===== config.mk =====
export PLATFORM = sky130hd
export DESIGN_NAME = router_fsm
export DESIGN_NICKNAME = d
export VERILOG_FILES = /design/src/rtl/router_fsm.sv
export SDC_FILE = /design/constraint.sdc
export NUM_CORES = 1
export LEC_CHECK = 0
export BUFFER_PORTS_ARGS = -buffer_cell sky130_fd_sc_hd__buf_2
export CAP_MARGIN = 5
export CORE_ASPECT_RATIO = 1.25
export CORE_UTILIZATION = 48
export CTS_CLUSTER_SIZE = 28
export DETAILED_ROUTE_END_ITERATION = 10
export GPL_TIMING_DRIVEN = 0
export MAX_ROUTING_LAYER = met4
export PLACE_DENSITY = 0.81
export SLEW_MARGIN = 10
export SYNTH_ARGS = -nofsm -noshare
export SYNTH_HDL_FRONTEND = slang
export SYNTH_SLANG_ARGS = --single-unit
export TNS_END_PERCENT = 100

===== constraint.sdc =====
create_clock -name clock -period 6.3 [get_ports clock]
set_input_delay 1.89 -clock clock [delete_from_list [all_inputs] [get_ports clock]]
set_output_delay 1.89 -clock clock [all_outputs]
set_load 0.05 [all_outputs]

===== src/rtl/router_fsm.sv =====
// Control sequencer for the 1x3 router: decodes the header address, walks the
// register block through its per-packet phases and keeps packet statistics.
module router_fsm #(
  parameter int CNT_W = 8
) (
  input  logic             clock,
  input  logic             resetn,
  input  logic             pkt_valid,
  input  logic [1:0]       data_in,
  input  logic             parity_done,
  input  logic             low_pkt_valid,
  input  logic             fifo_full,
  input  logic             fifo_empty_0,
  input  logic             fifo_empty_1,
  input  logic             fifo_empty_2,
  input  logic             soft_reset_0,
  input  logic             soft_reset_1,
  input  logic             soft_reset_2,
  output logic             detect_add,
  output logic             lfd_state,
  output logic             ld_state,
  output logic             full_state,
  output logic             laf_state,
  output logic             rst_int_reg,
  output logic             write_enb_reg,
  output logic             busy,
  output logic [CNT_W-1:0] pkt_cnt,
  output logic [CNT_W-1:0] abort_cnt
);

  typedef enum logic [2:0] {DA, WTE, LFD, LD, FFS, LAF, LP, CPE} state_t;

  state_t     r_state;
  state_t     w_next;
  logic [1:0] r_addr_q;
  logic       w_hdr_ok;
  logic       w_hdr_empty;
  logic       w_empty_sel;
  logic       w_srst_sel;
  logic       w_abort;
  logic       w_done;

  // Order: {detect_add, lfd, ld, full, laf, rst_int, write_enb, busy}
  function automatic logic [7:0] decode(input state_t s);
    case (s)
      DA:      decode = 8'b1000_0000;
      WTE:     decode = 8'b0000_0001;
      LFD:     decode = 8'b0100_0011;
      LD:      decode = 8'b0010_0010;
      FFS:     decode = 8'b0001_0001;
      LAF:     decode = 8'b0000_1011;
      LP:      decode = 8'b0000_0011;
      CPE:     decode = 8'b0000_0101;
      default: decode = 8'b1000_0000;
    endcase
  endfunction

  function automatic logic [CNT_W-1:0] sat_inc(input logic [CNT_W-1:0] v);
    sat_inc = (&v) ? v : v + {{(CNT_W-1){1'b0}}, 1'b1};
  endfunction

  // Select empty flag / soft reset for the incoming header and the latched address
  always_comb begin
    w_hdr_ok    = pkt_valid && (data_in != 2'd3);
    w_hdr_empty = 1'b0;
    w_empty_sel = 1'b0;
    w_srst_sel  = 1'b0;
    case (data_in)
      2'd0:    w_hdr_empty = fifo_empty_0;
      2'd1:    w_hdr_empty = fifo_empty_1;
      2'd2:    w_hdr_empty = fifo_empty_2;
      default: w_hdr_empty = 1'b0;
    endcase
    case (r_addr_q)
      2'd0:    begin w_empty_sel = fifo_empty_0; w_srst_sel = soft_reset_0; end
      2'd1:    begin w_empty_sel = fifo_empty_1; w_srst_sel = soft_reset_1; end
      2'd2:    begin w_empty_sel = fifo_empty_2; w_srst_sel = soft_reset_2; end
      default: begin w_empty_sel = 1'b0;         w_srst_sel = 1'b0;         end
    endcase
  end

  // Next-state logic; a soft reset on the selected output overrides everything outside DA
  always_comb begin
    w_next = r_state;
    case (r_state)
      DA:      if (w_hdr_ok) w_next = w_hdr_empty ? LFD : WTE; else w_next = DA;
      WTE:     if (w_empty_sel) w_next = LFD; else w_next = WTE;
      LFD:     w_next = LD;
      LD:      if (fifo_full) w_next = FFS;
               else if (!pkt_valid) w_next = LP;
               else w_next = LD;
      FFS:     if (!fifo_full) w_next = LAF; else w_next = FFS;
      LAF:     if (parity_done) w_next = DA;
               else if (low_pkt_valid) w_next = LP;
               else w_next = LD;
      LP:      w_next = CPE;
      CPE:     if (fifo_full) w_next = FFS; else w_next = DA;
      default: w_next = DA;
    endcase
    w_abort = (r_state != DA) && w_srst_sel;
    if (w_abort) begin
      w_next = DA;
    end else begin
      w_next = w_next;
    end
    w_done = !w_abort && (((r_state == CPE) && !fifo_full) ||
                          ((r_state == LAF) && parity_done));
  end

  // State, address latch, registered Moore decodes and saturating counters
  always_ff @(posedge clock or negedge resetn) begin
    if (!resetn) begin
      r_state   <= DA;
      r_addr_q  <= 2'd0;
      {detect_add, lfd_state, ld_state, full_state,
       laf_state, rst_int_reg, write_enb_reg, busy} <= decode(DA);
      pkt_cnt   <= {CNT_W{1'b0}};
      abort_cnt <= {CNT_W{1'b0}};
    end else begin
      r_state <= w_next;
      if ((r_state == DA) && w_hdr_ok) r_addr_q <= data_in;
      {detect_add, lfd_state, ld_state, full_state,
       laf_state, rst_int_reg, write_enb_reg, busy} <= decode(w_next);
      if (w_done)  pkt_cnt   <= sat_inc(pkt_cnt);
      if (w_abort) abort_cnt <= sat_inc(abort_cnt);
    end
  end

endmodule

==> impl_metrics.tcl <==
set metrics [dict create \
    cts_buffer_depth 2 \
    startpoint_type "primary input" \
    criticalPathCategory "in -> reg" \
    final_cell_mix "buf_2, dfrtp_1, nor2_1, xor2_1, xnor2_1" \
    timing.final.crit_period_ns 3.52 \
    grt_first_pass_wirelength_um 5330 \
    final_common_cell "buf_2" \
    cts-root-buf "clkbuf_4" \
    tightest_slew_ns 0.604 \
    portBuffers 37 \
    worst_ep_arrival_time_ns 3.75 \
    rsz0062_at_grt "no" \
    vdd_ir_drop_max_mv 0.305 \
    reg_top3 "abort_cnt: 8 flops, pkt_cnt: 8 flops, r_state: 3 flops" \
    via_per_inst 5.70 \
    yosys_register_bits 29 \
    synth_ff_type "dfrtp_1" \
    finalMaxSlewViolations 0 \
    grt-ovfl-total 0 \
    synth_cell_types 41 \
    core_mm2 0.00297 \
    setup-tns-final_ns 0 \
    slew_headroom_pct 58.7 \
    synth_nets 159 \
    die_area_mm2 0.00339 \
    drt_wl_total_um 3180 \
    async_flop_share_pct 100 \
    postRouteAntennaNets 0 \
    place_congestion 0.933 \
    worst_ep_required_time_ns 6.53 \
    clock_sinks 29 \
    drc 0 \
    antenna_found_initial 0 \
    yosysWarnings 0 \
    place_inst 212 \
    synth_edf_count 0 \
    final_nets 203 \
    initial_core_util_pct 51.1 \
    vias 1253 \
    outcome "completed" \
    syn_to_final_growth_pct 19.8 \
    clock_skew_ns 0.00756 \
    drive_above_1_share_pct 33.7 \
    hp-class "reg -> reg" \
    hold_violations 0 \
    dieHeight_um 64.9 \
    diodes 0 \
    place_hpwl_um 2300 \
    cts_resized 0 \
    die_w_um 52.3 \
    cts_inserted_buffers 5 \
    yosysTopAreaCell "dfrtp_1" \
    cp_cell_sequence "buf_2, mux2i_1, nor4_1, a2111oi_0, a21oi_1, inv_1, ha_1, or2_2" \
    achievable-frequency_ghz 0.284 \
    h-tree-depth 2 \
    io_pins 38 \
    clkTransAtPathRegs_ns 0.09 \
    cp-end-kind "flip-flop" \
    dr.pass1.iters 4 \
    clk_latency_ns 0.34 \
    p_leak_nw 0.897 \
    ys_seq_area_share_pct 47.9 \
    cellPowerDensity_mw_per_mm2 497 \
    cap_violations 0 \
    grt_use_total_pct 22.2 \
    synth_top_area_share_pct 46.2 \
    fin_cells 220 \
    fin_crit_sh_pct 55.9 \
    grt_max_degree 30 \
    drt_iter0_drc 46 \
    slowest_stage "a2111oi_0" \
    setup_viol 0 \
    cts_tree "done" \
    syn_inst 139 \
    path_max_fanout 5 \
    syn_avg_cell_area_um2 10.9 \
    synthTopCellsByArea "dfrtp_1, ha_1, xnor2_1, xor2_1, nor3_4" \
    wl_per_cell_um 14.4 \
    ctsHoldBuffers 0 \
    grt_pass1_vias 1195 \
    num_rows 22 \
    postCtsSetupBuffers 0 \
    netlist_area_mm2 0.00152 \
    cpPeakStageDelay_ns 0.58 \
]
worst paths after layout:
path	start	end	slack, ns	cells after the start
worst max-delay path	fifo_empty_2	busy	2.78	8
worst min-delay path	abort_cnt[6]	abort_cnt[6]	0.49	1
worst max register to register	r_state[1]	busy	3.86	8
worst min register to register	abort_cnt[6]	abort_cnt[6]	0.49	1
max in group asynchronous	resetn	ld_state	4.32	1
min in group asynchronous	resetn	pkt_cnt[1]	1.56	1
cell families after synthesis:
family	count (synthesis)	share of synthesized area, %
compound gates	22	9.65
fa+ha+maj	6	4.95
flops	29	47.9
simple gates	52	21.2
buf+inv	10	3.79
mux	6	4.45
xor+xnor	14	8.08
final cells by class:
type	instances	area (um2)
Buffer	6	42.5
Inverter	4	15.0
Fill cell	247	1150
Tap cell	36	45.0
Sequential cell	29	727
Timing Repair Buffer	37	185
Clock inverter	1	5.00
Clock buffer	7	65.1
Multi-Input combinational cell	100	733
synthesized netlist by cell type (3+ instances only):
master,number
a211o_1,3
a21oi_1,4
and2_1,4
and3_1,3
buf_2,4
dfrtp_1,28
ha_1,6
inv_1,4
mux2i_1,3
nand2_1,6
nand3_1,6
nand4_1,5
nor2_1,8
nor2b_1,4
o21ai_0,4
xnor2_1,7
xor2_1,7
power breakdown:
| part | switching (mW) | internal, mW | total (mW) |
|---|---|---|---|
| clock network | 0.0679 | 0.0646 | 0.132 |
| registers | 0.0468 | 0.246 | 0.293 |
| logic | 0.318 | 0.159 | 0.477 |
stage by stage:
stage	hold WS, ns	utilization [%]	total power [mW]	instance area [um2]	worst slack, ns
finish	0.491	61.2	0.903	1820	2.78
floorplan	0.596	-	0.656	1520	2.94
CTS	0.495	61.2	0.905	1820	2.88
detailed placement	0.482	58.8	0.774	1750	2.54
global placement	0.473	58.8	0.749	1750	2.65
global route	0.537	61.2	0.960	1820	2.74
critical path, delay by kind of cell:
family / cells / cell delay (ns)
simple gates: 2 / 0.37
buf+inv: 2 / 0.27
fa+ha+maj: 1 / 0.25
mux: 1 / 0.16
compound gates: 2 / 0.81
layer usage:
layer  track usage (%)  wire length [um]
met5                 -                 0
met2              36.9              1650
met1              24.9              1270
met3              4.93               164
met4              9.87                96
No activity file was read; power rests on OpenSTA's default activity.
